<file path="config.mk">
export PLATFORM = sky130hd
export DESIGN_NAME = icache_assoc_flat
export DESIGN_NICKNAME = d
export VERILOG_FILES = /design/src/rtl/icache_pkg.sv /design/src/rtl/icache_assoc_if.sv /design/src/rtl/icache_lru.sv /design/src/rtl/icache_assoc.sv /design/src/flat_wrapper.sv
export SDC_FILE = /design/constraint.sdc
export NUM_CORES = 2
export LEC_CHECK = 0
export ABC_AREA = 1
export CAP_MARGIN = 20
export CORE_MARGIN = 5
export CORE_UTILIZATION = 60
export DETAILED_ROUTE_END_ITERATION = 12
export PLACE_DENSITY = 0.77
export SLEW_MARGIN = 30
export SYNTH_ARGS = -nofsm -noshare
export SYNTH_HDL_FRONTEND = slang
export SYNTH_SLANG_ARGS = --single-unit
</file>
<file path="constraint.sdc">
create_clock -name CLK -period 10.55 [get_ports CLK]
set_input_delay 2.11 -clock CLK [delete_from_list [all_inputs] [get_ports CLK]]
set_output_delay 2.11 -clock CLK [all_outputs]
set_load 0.02 [all_outputs]
</file>
<file path="src/rtl/icache_pkg.sv">
// Shared state type and parameter-derived field widths for the set-associative instruction cache.
package icache_pkg;

   typedef enum logic [0:0] {IDLE = 1'b0, FILL = 1'b1} icache_state_t;

   // Counter and way-select fields keep at least one bit so WORDS=1 / WAYS=1 still elaborate.
   function automatic int clog2_min1(input int n);
      return (n > 1) ? $clog2(n) : 1;
   endfunction

   function automatic int idx_w(input int sets);
      return $clog2(sets);
   endfunction

   function automatic int boff_w(input int words);
      return $clog2(words);
   endfunction

   function automatic int tag_w(input int sets, input int words);
      return 30 - idx_w(sets) - boff_w(words);
   endfunction

   function automatic int age_w(input int ways);
      return clog2_min1(ways);
   endfunction

endpackage

</file>
<file path="src/rtl/icache_assoc_if.sv">
// Fetch-side and memory-side signals of the instruction cache, bundled as one interface.
interface icache_assoc_if;
   // Fetch: while imemREN is held, ihit=1 marks imemload valid in that same cycle.
   // Memory: a word on iload is taken on each rising edge where iREN=1 and iwait=0.
   logic        imemREN;
   logic [31:0] imemaddr;
   logic        iflush;
   logic        ihit;
   logic [31:0] imemload;
   logic        iREN;
   logic [31:0] iaddr;
   logic [31:0] iload;
   logic        iwait;

   modport slave  (input  imemREN, imemaddr, iflush, iload, iwait,
                   output ihit, imemload, iREN, iaddr);
   modport master (output imemREN, imemaddr, iflush, iload, iwait,
                   input  ihit, imemload, iREN, iaddr);
endinterface

</file>
<file path="src/rtl/icache_lru.sv">
// Per-set LRU age tracking; reports the oldest way of the queried set.
module icache_lru
   import icache_pkg::*;
#(
   parameter int SETS = 8,
   parameter int WAYS = 2
) (
   input  logic                      CLK,
   input  logic                      nRST,
   input  logic [idx_w(SETS)-1:0]    set_i,
   input  logic                      touch_en_i,
   input  logic [age_w(WAYS)-1:0]    touch_way_i,
   input  logic                      clear_i,
   output logic [age_w(WAYS)-1:0]    victim_lru_o
);
   localparam int AGE_W = age_w(WAYS);

   generate
      if (WAYS == 1) begin : g_direct
         logic unused;
         assign unused       = ^{CLK, nRST, set_i, touch_en_i, touch_way_i, clear_i};
         assign victim_lru_o = '0;
      end else begin : g_lru
         logic [AGE_W-1:0] age_q [SETS][WAYS];
         logic [AGE_W-1:0] cur_age;

         assign cur_age = age_q[set_i][touch_way_i];

         // Ages of one set stay a permutation of 0..WAYS-1; the touched way becomes youngest.
         always_ff @(posedge CLK or negedge nRST) begin
            if (!nRST) begin
               for (int s = 0; s < SETS; s++)
                  for (int w = 0; w < WAYS; w++) age_q[s][w] <= AGE_W'(w);
            end else if (clear_i) begin
               for (int s = 0; s < SETS; s++)
                  for (int w = 0; w < WAYS; w++) age_q[s][w] <= AGE_W'(w);
            end else if (touch_en_i) begin
               for (int w = 0; w < WAYS; w++) begin
                  if (AGE_W'(w) == touch_way_i)   age_q[set_i][w] <= '0;
                  else if (age_q[set_i][w] < cur_age) age_q[set_i][w] <= age_q[set_i][w] + 1'b1;
               end
            end
         end

         always_comb begin
            victim_lru_o = '0;
            for (int w = 0; w < WAYS; w++)
               if (age_q[set_i][w] == AGE_W'(WAYS - 1)) victim_lru_o = AGE_W'(w);
         end
      end
   endgenerate
endmodule

</file>
<file path="src/rtl/icache_assoc.sv">
// Set-associative, multi-word-block instruction cache with same-cycle hits,
// word-by-word block refill, LRU replacement and a whole-cache flush.
module icache_assoc
   import icache_pkg::*;
#(
   parameter int SETS  = 8,
   parameter int WAYS  = 2,
   parameter int WORDS = 2
) (
   input  logic          CLK,
   input  logic          nRST,
   icache_assoc_if.slave bus,
   output icache_state_t dbg_state_o
);
   localparam int IDX_W  = idx_w(SETS);
   localparam int BOFF_W = boff_w(WORDS);
   localparam int CNT_W  = clog2_min1(WORDS);
   localparam int TAG_W  = tag_w(SETS, WORDS);
   localparam int AGE_W  = age_w(WAYS);
   localparam logic [0:0]       S_IDLE    = 1'b0;
   localparam logic [0:0]       S_FILL    = 1'b1;
   localparam logic [CNT_W-1:0] LAST_WORD = CNT_W'(WORDS - 1);

   logic [0:0]       state_q, state_d;
   logic [CNT_W-1:0] cnt_q, cnt_d;
   logic [TAG_W-1:0] mtag_q;
   logic [IDX_W-1:0] midx_q;
   logic [SETS-1:0]  valid_q [WAYS];
   logic [TAG_W-1:0] tag_q   [WAYS][SETS];
   logic [31:0]      data_q  [WAYS][SETS][WORDS];
   logic [31:0]      fbuf_q  [WORDS];

   logic [TAG_W-1:0] a_tag;
   logic [IDX_W-1:0] a_idx;
   logic [CNT_W-1:0] a_boff;
   logic             hit, has_inv, fill_done, ihit, iren;
   logic [AGE_W-1:0] hit_way, inv_way, victim, victim_lru;
   logic [31:0]      rdata, fill_addr;

   assign a_tag  = bus.imemaddr[31 -: TAG_W];
   assign a_idx  = bus.imemaddr[2 + BOFF_W +: IDX_W];
   assign a_boff = (WORDS > 1) ? bus.imemaddr[2 +: CNT_W] : '0;

   // Descending scans so the lowest-numbered matching / invalid way wins.
   always_comb begin
      hit     = 1'b0;
      hit_way = '0;
      has_inv = 1'b0;
      inv_way = '0;
      rdata   = '0;
      for (int w = WAYS - 1; w >= 0; w--) begin
         if (valid_q[w][a_idx] && tag_q[w][a_idx] == a_tag) begin
            hit     = 1'b1;
            hit_way = AGE_W'(w);
         end
         if (!valid_q[w][midx_q]) begin
            has_inv = 1'b1;
            inv_way = AGE_W'(w);
         end
      end
      for (int w = 0; w < WAYS; w++)
         for (int k = 0; k < WORDS; k++)
            if (AGE_W'(w) == hit_way && CNT_W'(k) == a_boff) rdata = data_q[w][a_idx][k];
   end

   assign victim = has_inv ? inv_way : victim_lru;

   // Flush overrides everything, including completion of the last refill word.
   always_comb begin
      state_d   = state_q;
      cnt_d     = cnt_q;
      fill_done = 1'b0;
      case (state_q)
         S_IDLE: begin
            if (bus.imemREN && !hit) begin
               state_d = S_FILL;
               cnt_d   = '0;
            end
         end
         default: begin
            if (!bus.iwait) begin
               if (cnt_q == LAST_WORD) begin
                  fill_done = 1'b1;
                  state_d   = S_IDLE;
                  cnt_d     = '0;
               end else begin
                  cnt_d = cnt_q + 1'b1;
               end
            end
         end
      endcase
      if (bus.iflush) begin
         state_d   = S_IDLE;
         cnt_d     = '0;
         fill_done = 1'b0;
      end
   end

   assign iren      = (state_q == S_FILL);
   assign ihit      = (state_q == S_IDLE) && bus.imemREN && hit && !bus.iflush;
   assign fill_addr = (32'(mtag_q) << (2 + BOFF_W + IDX_W)) | (32'(midx_q) << (2 + BOFF_W))
                    | (32'(cnt_q) << 2);

   assign bus.ihit     = ihit;
   assign bus.imemload = ihit ? rdata : '0;
   assign bus.iREN     = iren;
   assign bus.iaddr    = iren ? fill_addr : '0;
   assign dbg_state_o  = icache_state_t'(state_q);

   always_ff @(posedge CLK or negedge nRST) begin
      if (!nRST) begin
         state_q <= S_IDLE;
         cnt_q   <= '0;
         mtag_q  <= '0;
         midx_q  <= '0;
         for (int w = 0; w < WAYS; w++) begin
            valid_q[w] <= '0;
            for (int s = 0; s < SETS; s++) tag_q[w][s] <= '0;
         end
      end else begin
         state_q <= state_d;
         cnt_q   <= cnt_d;
         if (state_q == S_IDLE && bus.imemREN && !hit) begin
            mtag_q <= a_tag;
            midx_q <= a_idx;
         end
         if (bus.iflush) begin
            for (int w = 0; w < WAYS; w++) valid_q[w] <= '0;
         end else if (fill_done) begin
            for (int w = 0; w < WAYS; w++)
               if (AGE_W'(w) == victim) begin
                  valid_q[w][midx_q] <= 1'b1;
                  tag_q[w][midx_q]   <= mtag_q;
               end
         end
      end
   end

   // The last word bypasses the fill buffer straight into the victim line.
   always_ff @(posedge CLK) begin
      if (iren && !bus.iwait)
         for (int k = 0; k < WORDS; k++)
            if (CNT_W'(k) == cnt_q) fbuf_q[k] <= bus.iload;
      if (fill_done)
         for (int w = 0; w < WAYS; w++)
            if (AGE_W'(w) == victim)
               for (int k = 0; k < WORDS; k++)
                  data_q[w][midx_q][k] <= (CNT_W'(k) == cnt_q) ? bus.iload : fbuf_q[k];
   end

   icache_lru #(.SETS(SETS), .WAYS(WAYS)) u_lru (
      .CLK          (CLK),
      .nRST         (nRST),
      .set_i        (iren ? midx_q : a_idx),
      .touch_en_i   (ihit || fill_done),
      .touch_way_i  (fill_done ? victim : hit_way),
      .clear_i      (bus.iflush),
      .victim_lru_o (victim_lru)
   );
endmodule

</file>
<file path="src/flat_wrapper.sv">
// flat-port wrapper written by rule: the top's interface ports become plain ports
module icache_assoc_flat import icache_pkg::*;
#(
   parameter int SETS  = 8,
   parameter int WAYS  = 2,
   parameter int WORDS = 2
)
  (CLK, nRST, dbg_state_o, bus_imemREN, bus_imemaddr, bus_iflush, bus_iload, bus_iwait, bus_ihit, bus_imemload, bus_iREN, bus_iaddr);
  icache_assoc_if bus_i ();
  input  logic CLK;
  input  logic nRST;
  output icache_state_t dbg_state_o;
  input wire logic [$bits(bus_i.imemREN)-1:0] bus_imemREN;
  input wire logic [$bits(bus_i.imemaddr)-1:0] bus_imemaddr;
  input wire logic [$bits(bus_i.iflush)-1:0] bus_iflush;
  input wire logic [$bits(bus_i.iload)-1:0] bus_iload;
  input wire logic [$bits(bus_i.iwait)-1:0] bus_iwait;
  output wire logic [$bits(bus_i.ihit)-1:0] bus_ihit;
  output wire logic [$bits(bus_i.imemload)-1:0] bus_imemload;
  output wire logic [$bits(bus_i.iREN)-1:0] bus_iREN;
  output wire logic [$bits(bus_i.iaddr)-1:0] bus_iaddr;
  assign bus_i.imemREN = bus_imemREN;
  assign bus_i.imemaddr = bus_imemaddr;
  assign bus_i.iflush = bus_iflush;
  assign bus_i.iload = bus_iload;
  assign bus_i.iwait = bus_iwait;
  assign bus_ihit = bus_i.ihit;
  assign bus_imemload = bus_i.imemload;
  assign bus_iREN = bus_i.iREN;
  assign bus_iaddr = bus_i.iaddr;
  icache_assoc #(.SETS(SETS), .WAYS(WAYS), .WORDS(WORDS)) u_core (.CLK(CLK), .nRST(nRST), .bus(bus_i), .dbg_state_o(dbg_state_o));
endmodule
</file>
Word-level counts from Yosys, hierarchy flattened
Memories as Yosys holds them, arrays and structs flattened.
Index checks and enable logic that the tools add are counted.
{ "op_classes": {"n_reduce_logical": 30, "mux": 1128, "bitwise": 1041, "shifts": 0, "mul": 0, "n_addsub": 3, "n_div": 0, "n_lt_le_gt_ge": 11, "eq_ne": 4} }
{ "ops": {"columns": ["operator", "count"], "rows": [
  ["two-way mux 512 bit", 6],
  ["two-way mux 1 bit", 1067],
  ["OR 1 bit", 1024],
  ["OR reduction 512 bit", 1],
  ["bitwise mux 208 bit", 2],
  ["binary-select mux 64 bit (select 3 bit)", 2],
  ["demux 64 bit (select 3 bit)", 2],
  ["two-way mux 32 bit", 10],
  ["two-way mux 64 bit", 5],
  ["two-way mux 16 bit", 10],
  ["binary-select mux 26 bit (select 3 bit)", 2],
  ["two-way mux 26 bit", 5],
  ["demux 26 bit (select 3 bit)", 1],
  ["equality test 26 bit", 2],
  ["bitwise AND 16 bit", 2],
  ["bitwise mux 16 bit", 2],
  ["NOT 16 bit", 2],
  ["OR 32 x 3 -> 32 bit", 1],
  ["OR 32 x 6 -> 32 bit", 1],
  ["OR reduction 32 bit", 1],
  ["two-way mux 8 bit", 2],
  ["OR 8 bit", 2],
  ["logical AND 1 bit", 15],
  ["binary-select mux 1 bit (select 3 bit)", 4],
  ["23 further kinds", 46]
]} }
{ "totals": {"word_cells": 2257, "mem_bits_rw": 1088, "n_memories": 2, "out_inout_bits": 67, "latchBits": 0, "rom_bits": 0, "input_bits": 69, "regBits": 479} }
{ "mem_list": {"columns": ["memory", "depth", "word_bits", "rd", "rd_ports_with_merged_regs", "write_ports", "line_no", "source"], "rows": [
  ["u_core.data_q", 2, 512, 2, 0, 1, "icache_assoc.sv:30", "logic [31:0] data_q [WAYS][SETS][WORDS];"],
  ["u_core.fbuf_q", 2, 32, 2, 0, 1, "icache_assoc.sv:31", "logic [31:0] fbuf_q [WORDS];"]
]} }

Longest topological paths before layout
{ "depth": {"depth_word": 23, "depth_mapped": 24, "mapped_depth_nobuf": 22} }

Modules after synthesis
From an unflattened synthesis, not the netlist that was laid out.
{ "hier_totals": {"cells_unflattened": 6501, "area_unflattened_um2": 66615.1} }
{ "by_module_without_submodules": {"columns": ["module", "n_inst", "cells_each", "seq_area_each_um2", "area_per_inst_um2"], "rows": [
  ["icache_assoc", 1, 6269, 44257.4, 65161.2],
  ["icache_lru", 1, 232, 410.4, 1453.9]
]} }

Worst setup path after synthesis
OpenSTA, ideal clock, no wires.
{ "synth_path": {"path_type": "input to output", "start": "input port bus_imemaddr[4]", "end": "output port bus_imemload[26]", "cell_stages": 18, "arrival_ns": 4.245, "path_slack_ns": 4.195, "cell_sequence": "buf_4 buf_4 buf_2 o21ai_0 o211ai_1 nand2_1 nand2_1 nand3_1 nor2_1 nand2_1 nor2_1 nand2_1 o21ai_1 nand3_1 inv_2 buf_2 nand2_1 a21oi_1"} }
{ "synth_between": {"elab_cells_between_ends": 36, "classes_between": "eq/ne: 2; mux: 24; bitwise: 2; reduce/logical: 8"} }
{ "synth_lines": {"columns": ["item", "line_no", "source"], "rows": [
  ["start: declaration", "flat_wrapper.sv:14", "input wire logic [$bits(bus_i.imemaddr)-1:0] bus_imemaddr;"],
  ["NOT 3 -> 4 bit (implied by the code)", "icache_assoc.sv:52", "if (valid_q[w][a_idx] && tag_q[w][a_idx] == a_tag) begin"],
  ["binary-select mux 26 bit (select 3 bit)", "icache_assoc.sv:52", null],
  ["two-way mux 26 bit (implied by the code) (2 in a row)", "icache_assoc.sv:52", null],
  ["equality test 26 bit", "icache_assoc.sv:52", null],
  ["logical AND 1 bit", "icache_assoc.sv:52", null],
  ["two-way mux 1 bit", "icache_assoc.sv:52", null],
  ["two-way mux 1 bit (*)", "icache_assoc.sv:52", null],
  ["logical AND 1 bit (*) (2 in a row)", "icache_assoc.sv:100", "assign ihit = (state_q == S_IDLE) && bus.imemREN && hit && !bus.iflush;"],
  ["via bus_ihit", "flat_wrapper.sv:18", "output wire logic [$bits(bus_i.ihit)-1:0] bus_ihit;"],
  ["two-way mux 32 bit (*)", "icache_assoc.sv:105", "assign bus.imemload = ihit ? rdata : '0;"],
  ["end: declaration", "flat_wrapper.sv:19", "output wire logic [$bits(bus_i.imemload)-1:0] bus_imemload;"]
]} }
Mark *: on every way through the listed nets, which the timed path passes. The rest lies on a longest branch. The select of a mux whose other input is x is not followed.

Worst setup path in the final report
{ "layout_path": {"start": "input port bus_imemaddr[4]", "end": "output port bus_imemload[11]"} }
{ "layout_between": {"elab_chain_len": 15, "elab_cells_between_ends": 36, "classes_between": "eq/ne: 2; mux: 24; bitwise: 2; reduce/logical: 8"} }
{ "layout_rtl": {"columns": ["item", "line_no", "source"], "rows": [
  ["NOT 3 -> 4 bit (implied by the code)", "icache_assoc.sv:52, icache_assoc.sv:63", null],
  ["binary-select mux 26 bit (select 3 bit)", "icache_assoc.sv:52", null],
  ["two-way mux 26 bit (implied by the code) (2 in a row)", "icache_assoc.sv:52", null],
  ["equality test 26 bit", "icache_assoc.sv:52", null],
  ["logical AND 1 bit", "icache_assoc.sv:52", null],
  ["two-way mux 1 bit (2 in a row)", "icache_assoc.sv:52", null],
  ["NOT 1 bit", "icache_assoc.sv:63", "if (AGE_W'(w) == hit_way && CNT_W'(k) == a_boff) rdata = data_q[w][a_idx][k];"],
  ["logical AND 1 bit", "icache_assoc.sv:63", null],
  ["two-way mux 32 bit (4 in a row)", "icache_assoc.sv:63", null],
  ["two-way mux 32 bit (*)", "icache_assoc.sv:105", null]
]} }
Every way passes the cells marked *; elsewhere a longest branch is shown, timed or not. The select of a mux whose other input is x is not followed.

==> qor.txt <==
Arrival time worst endpoint -> 7.43 ns
Height of the die -> 345.7 microns
Fin crit period -> 9.540 ns
Die area -> 0.1195 sq mm
Syn Inst Count -> 6,598
Largest net degree at the start of global routing -> 249
Gr usage total -> 30.20%
Worst-path clk slew -> 0.05 ns
Avg Cell Area, Syn -> 10.24 sq um
Detailed Route WL -> 184,700 microns
Crit-path leading delay family -> buffers and inverters
NetSw -> 3085 uW
Clk_lat worst skew -> 0.77 ns
Setup violations, final -> 0
P_int -> 10,120 uW
Final WS setup -> 1.010 ns
Layout cell share with drive strength beyond 1 -> 6.056%
Final ANT Viol Nets -> 0
Slowest CP cell -> clkdlybuf4s50_1
Req. time, crit path -> 8.44 ns
Final Net Count -> 6,575
Clock power share -> 41.1%
Min-delay worst type -> register to register
Status -> finished clean
RSZ-0062 raised after global routing -> no
Synth area leader -> edfxtp_1
Critical path type -> input pin to output pin
Crit path capture -> bus_imemload[11]
Switching portion of total power -> 23.37%
# port buffers -> 131
Worst path depth -> 16
Worst R2R Path Depth -> 14
CP dominant cell by count -> nand2_1
# DRC -> 0
HPWL after DPL -> 94,940 microns
Worst Setup SP -> bus_imemaddr[4]
CTS root buffer -> clkbuf_16
Fin. Hold Viols -> 0
Core area -> 0.1122 sq mm
Crit. End Element -> output pin
Maximum clock frequency -> 104.8 MHz
Hold_ws -> 0.4629 ns
Die width -> 345.7 microns
Pins Over Slew Limit -> 0
YS warnings -> 0
CTS Buf Count -> 155
Layout area overhead -> 10.47%
First-pass GRT wire length -> 280,500 microns
Max Cap Violations -> 0
Fin Clk Skew -> 0.03673 ns
TritonCTS clock tree -> done
Cell Chain, Critical Path -> buf_8 > clkinv_8 > nand3_1 > nand2_1 > nand2_1 > nand2_1 > inv_1 > nand4_1 > nor3_1 > nand3b_1 > o21ai_1 > nand3_1 > inv_2 > o21ai_0 > nor2_1 > clkdlybuf4s50_1
CTS resizes -> 0
Share of the yosys chip area belonging to registers -> 66.08%
DR vias -> 49,920
Synth top area cells -> edfxtp_1, dfrtp_1, nand2_1, o21ai_0, nor2_1
Io pins -> 136
Clock Sinks -> 1,567
R2R setup slack -> 6.22 ns
Initial core utilization -> 60.25%
Startpoint Class -> input pin
RePlAce Congestion -> 0.9437
First drt pass iteration count -> 6
Worst path max stage delay -> 0.75 ns
Htree depth -> 4
R2R Path Start -> u_core.bus.iREN$_DFF_PN0_
Synth unique cells -> 47
Non-Filler Instances -> 8,126
Post-CTS Setup Bufs -> 0
First DRT Iteration DRCs -> 6,666
Site Rows -> 123
Worst slew margin -> 29.25%
Gate power share -> 7.2%
Number of global-route vias before repair -> 48,320
Share of the synthesized area in the top cell type -> 48.33%
Commonest non-fill, non-tap cell in the layout -> nand2_1
Pwr Total -> 13,200 uW
Final Cycle Share -> 90.42%
Worst-path maximum fanout -> 143
Mapped cell area -> 0.06760 sq mm
VDD IR max -> 0.0001543 V
Pwr dens -> 176.8 mW/mm^2
Vias/cell -> 6.143
CTS Hold Buffers Added -> 0
Power share of the sequential group -> 51.6%
Slew of the pin with the lowest slew margin -> 1.059 ns
Placed insts -> 7,843
FILL cells -> 8,121
Worst R2R End -> u_core.data_q[0][277]$_DFFE_PP_
Aggregate global routing overflow -> 0
Most frequent cells in the layout -> nand2_1, edfxtp_1, o21ai_0
Final TNS setup -> 0 ns
Crit path buf inv count -> 5
DR WL/cell -> 22.73 microns
Yosys reg bits -> 1,567
Initial antenna violation count -> 12
Pre-CTS setup slack -> 1.469 ns
Leak Pwr -> 0.02869 uW
Clock tree buffer depth -> 3
==> metal layers <==
layer	wire (microns)	global-route usage (%)	vias up
met5	11	0	-
met4	9058	14.69	2
met3	19270	5.289	539
met2	86980	48.63	2934
met1	69420	40.35	24100
li1	-	-	22350
==> stage by stage <==
step / instance area, sq um / util [%]
after floorplan: 67600 / -
after global placement: 69500 / 61.95
after detailed placement: 69540 / 61.99
after CTS: 74490 / 66.39
after global routing: 74670 / 66.56
final: 74680 / 66.56
==> how the worst min path moves through the flow <==
stage	start	endpoint	slack [ns]	depth (start not counted)
after floorplan	u_core.u_lru.g_lru.age_q[9]$_DFFE_PN0P_	u_core.u_lru.g_lru.age_q[9]$_DFFE_PN0P_	0.44	2
after global placement	u_core.u_lru.g_lru.age_q[2]$_DFFE_PN1P_	u_core.u_lru.g_lru.age_q[2]$_DFFE_PN1P_	0.45	2
after detailed placement	u_core.u_lru.g_lru.age_q[10]$_DFFE_PN1P_	u_core.u_lru.g_lru.age_q[10]$_DFFE_PN1P_	0.46	2
after CTS	u_core.u_lru.g_lru.age_q[2]$_DFFE_PN1P_	u_core.u_lru.g_lru.age_q[2]$_DFFE_PN1P_	0.47	2
after global routing	u_core.u_lru.g_lru.age_q[0]$_DFFE_PN1P_	u_core.u_lru.g_lru.age_q[0]$_DFFE_PN1P_	0.49	2
final	u_core.u_lru.g_lru.age_q[2]$_DFFE_PN1P_	u_core.u_lru.g_lru.age_q[2]$_DFFE_PN1P_	0.46	2
==> state kept, by name, summed over array words and instances (netlist names) <==
| name | flops |
|---|---|
| u_core.u_lru.g_lru.age_q | 16 |
| u_core.cnt_q | 1 |
| u_core.bus.iREN | 1 |
| u_core.mtag_q | 26 |
| u_core.valid_q | 16 |
| u_core.fbuf_q | 64 |
| u_core.data_q | 1024 |
| u_core.tag_q | 416 |
| u_core.midx_q | 3 |
==> power by group through the flow <==
| stage | sequential [uW] | combinational [uW] | clock [uW] |
|---|---|---|---|
| CTS | 6810 | 941 | 5470 |
| floorplan | 6870 | 668 | 0 |
| finish | 6820 | 956 | 5430 |
| global route | 6820 | 1060 | 5720 |
| global placement | 6930 | 907 | 0 |
| detailed placement | 6940 | 932 | 0 |
==> area by class of cell <==
cell class / instances / area, sq um / share of cell area [%]
antenna: 5 / 12.51 / 0.01676
clock buffer: 212 / 4288 / 5.742
clock inverter: 60 / 654.4 / 0.8763
inverter: 458 / 1775 / 2.378
multi-input combinational: 4118 / 19080 / 25.55
sequential: 1567 / 44670 / 59.82
tap: 1500 / 1877 / 2.513
timing repair buffer: 206 / 2316 / 3.101
==> Yosys cell counts (all sizes together) <==
library cell and n:
dfstp 8, o21ai 961, clkinv 1, dfrtp 471
inv 457, a21oi 123, o2111ai 17, nand2 1680
a221o 1, o31ai 10, nand3 347, a221oi 26
a22oi 5, o22ai 116, a32o 42, a32oi 2
o22a 1, buf 218, edfxtp 1088, clkbuf 238
o221ai 75, o21a 9, nor2 635, mux2 1
nor3 10, conb 1, or3 1, or2 1
o211ai 24, nand3b 3, nand4 26
==> worst reg2reg max path, cell delays in order, from the launching register on <==
cell,delay (ns)
dfrtp_2,0.34
buf_4,0.61
nand2_1,0.26
o21ai_4,0.18
inv_2,0.10
nand3_2,0.15
inv_1,0.08
a22oi_1,0.19
nand4_1,0.23
inv_2,0.12
nand2_2,0.06
nand2_4,0.08
nand2_4,0.19
nor2_4,0.77
buf_4,0.62
==> cell families (layout without fill, tap and decap cells) <==
family          after synthesis  count (layout)  share of synthesized area [%]
buf+inv                     914             936                          5.795
simple gates               2703            2703                          16.07
mux                           1               1                        0.01666
other cells                   1               7                       0.005548
flops                      1567            1567                          66.08
compound gates             1412            1412                          12.03
Note: power is estimated with default switching activity, not from simulation.
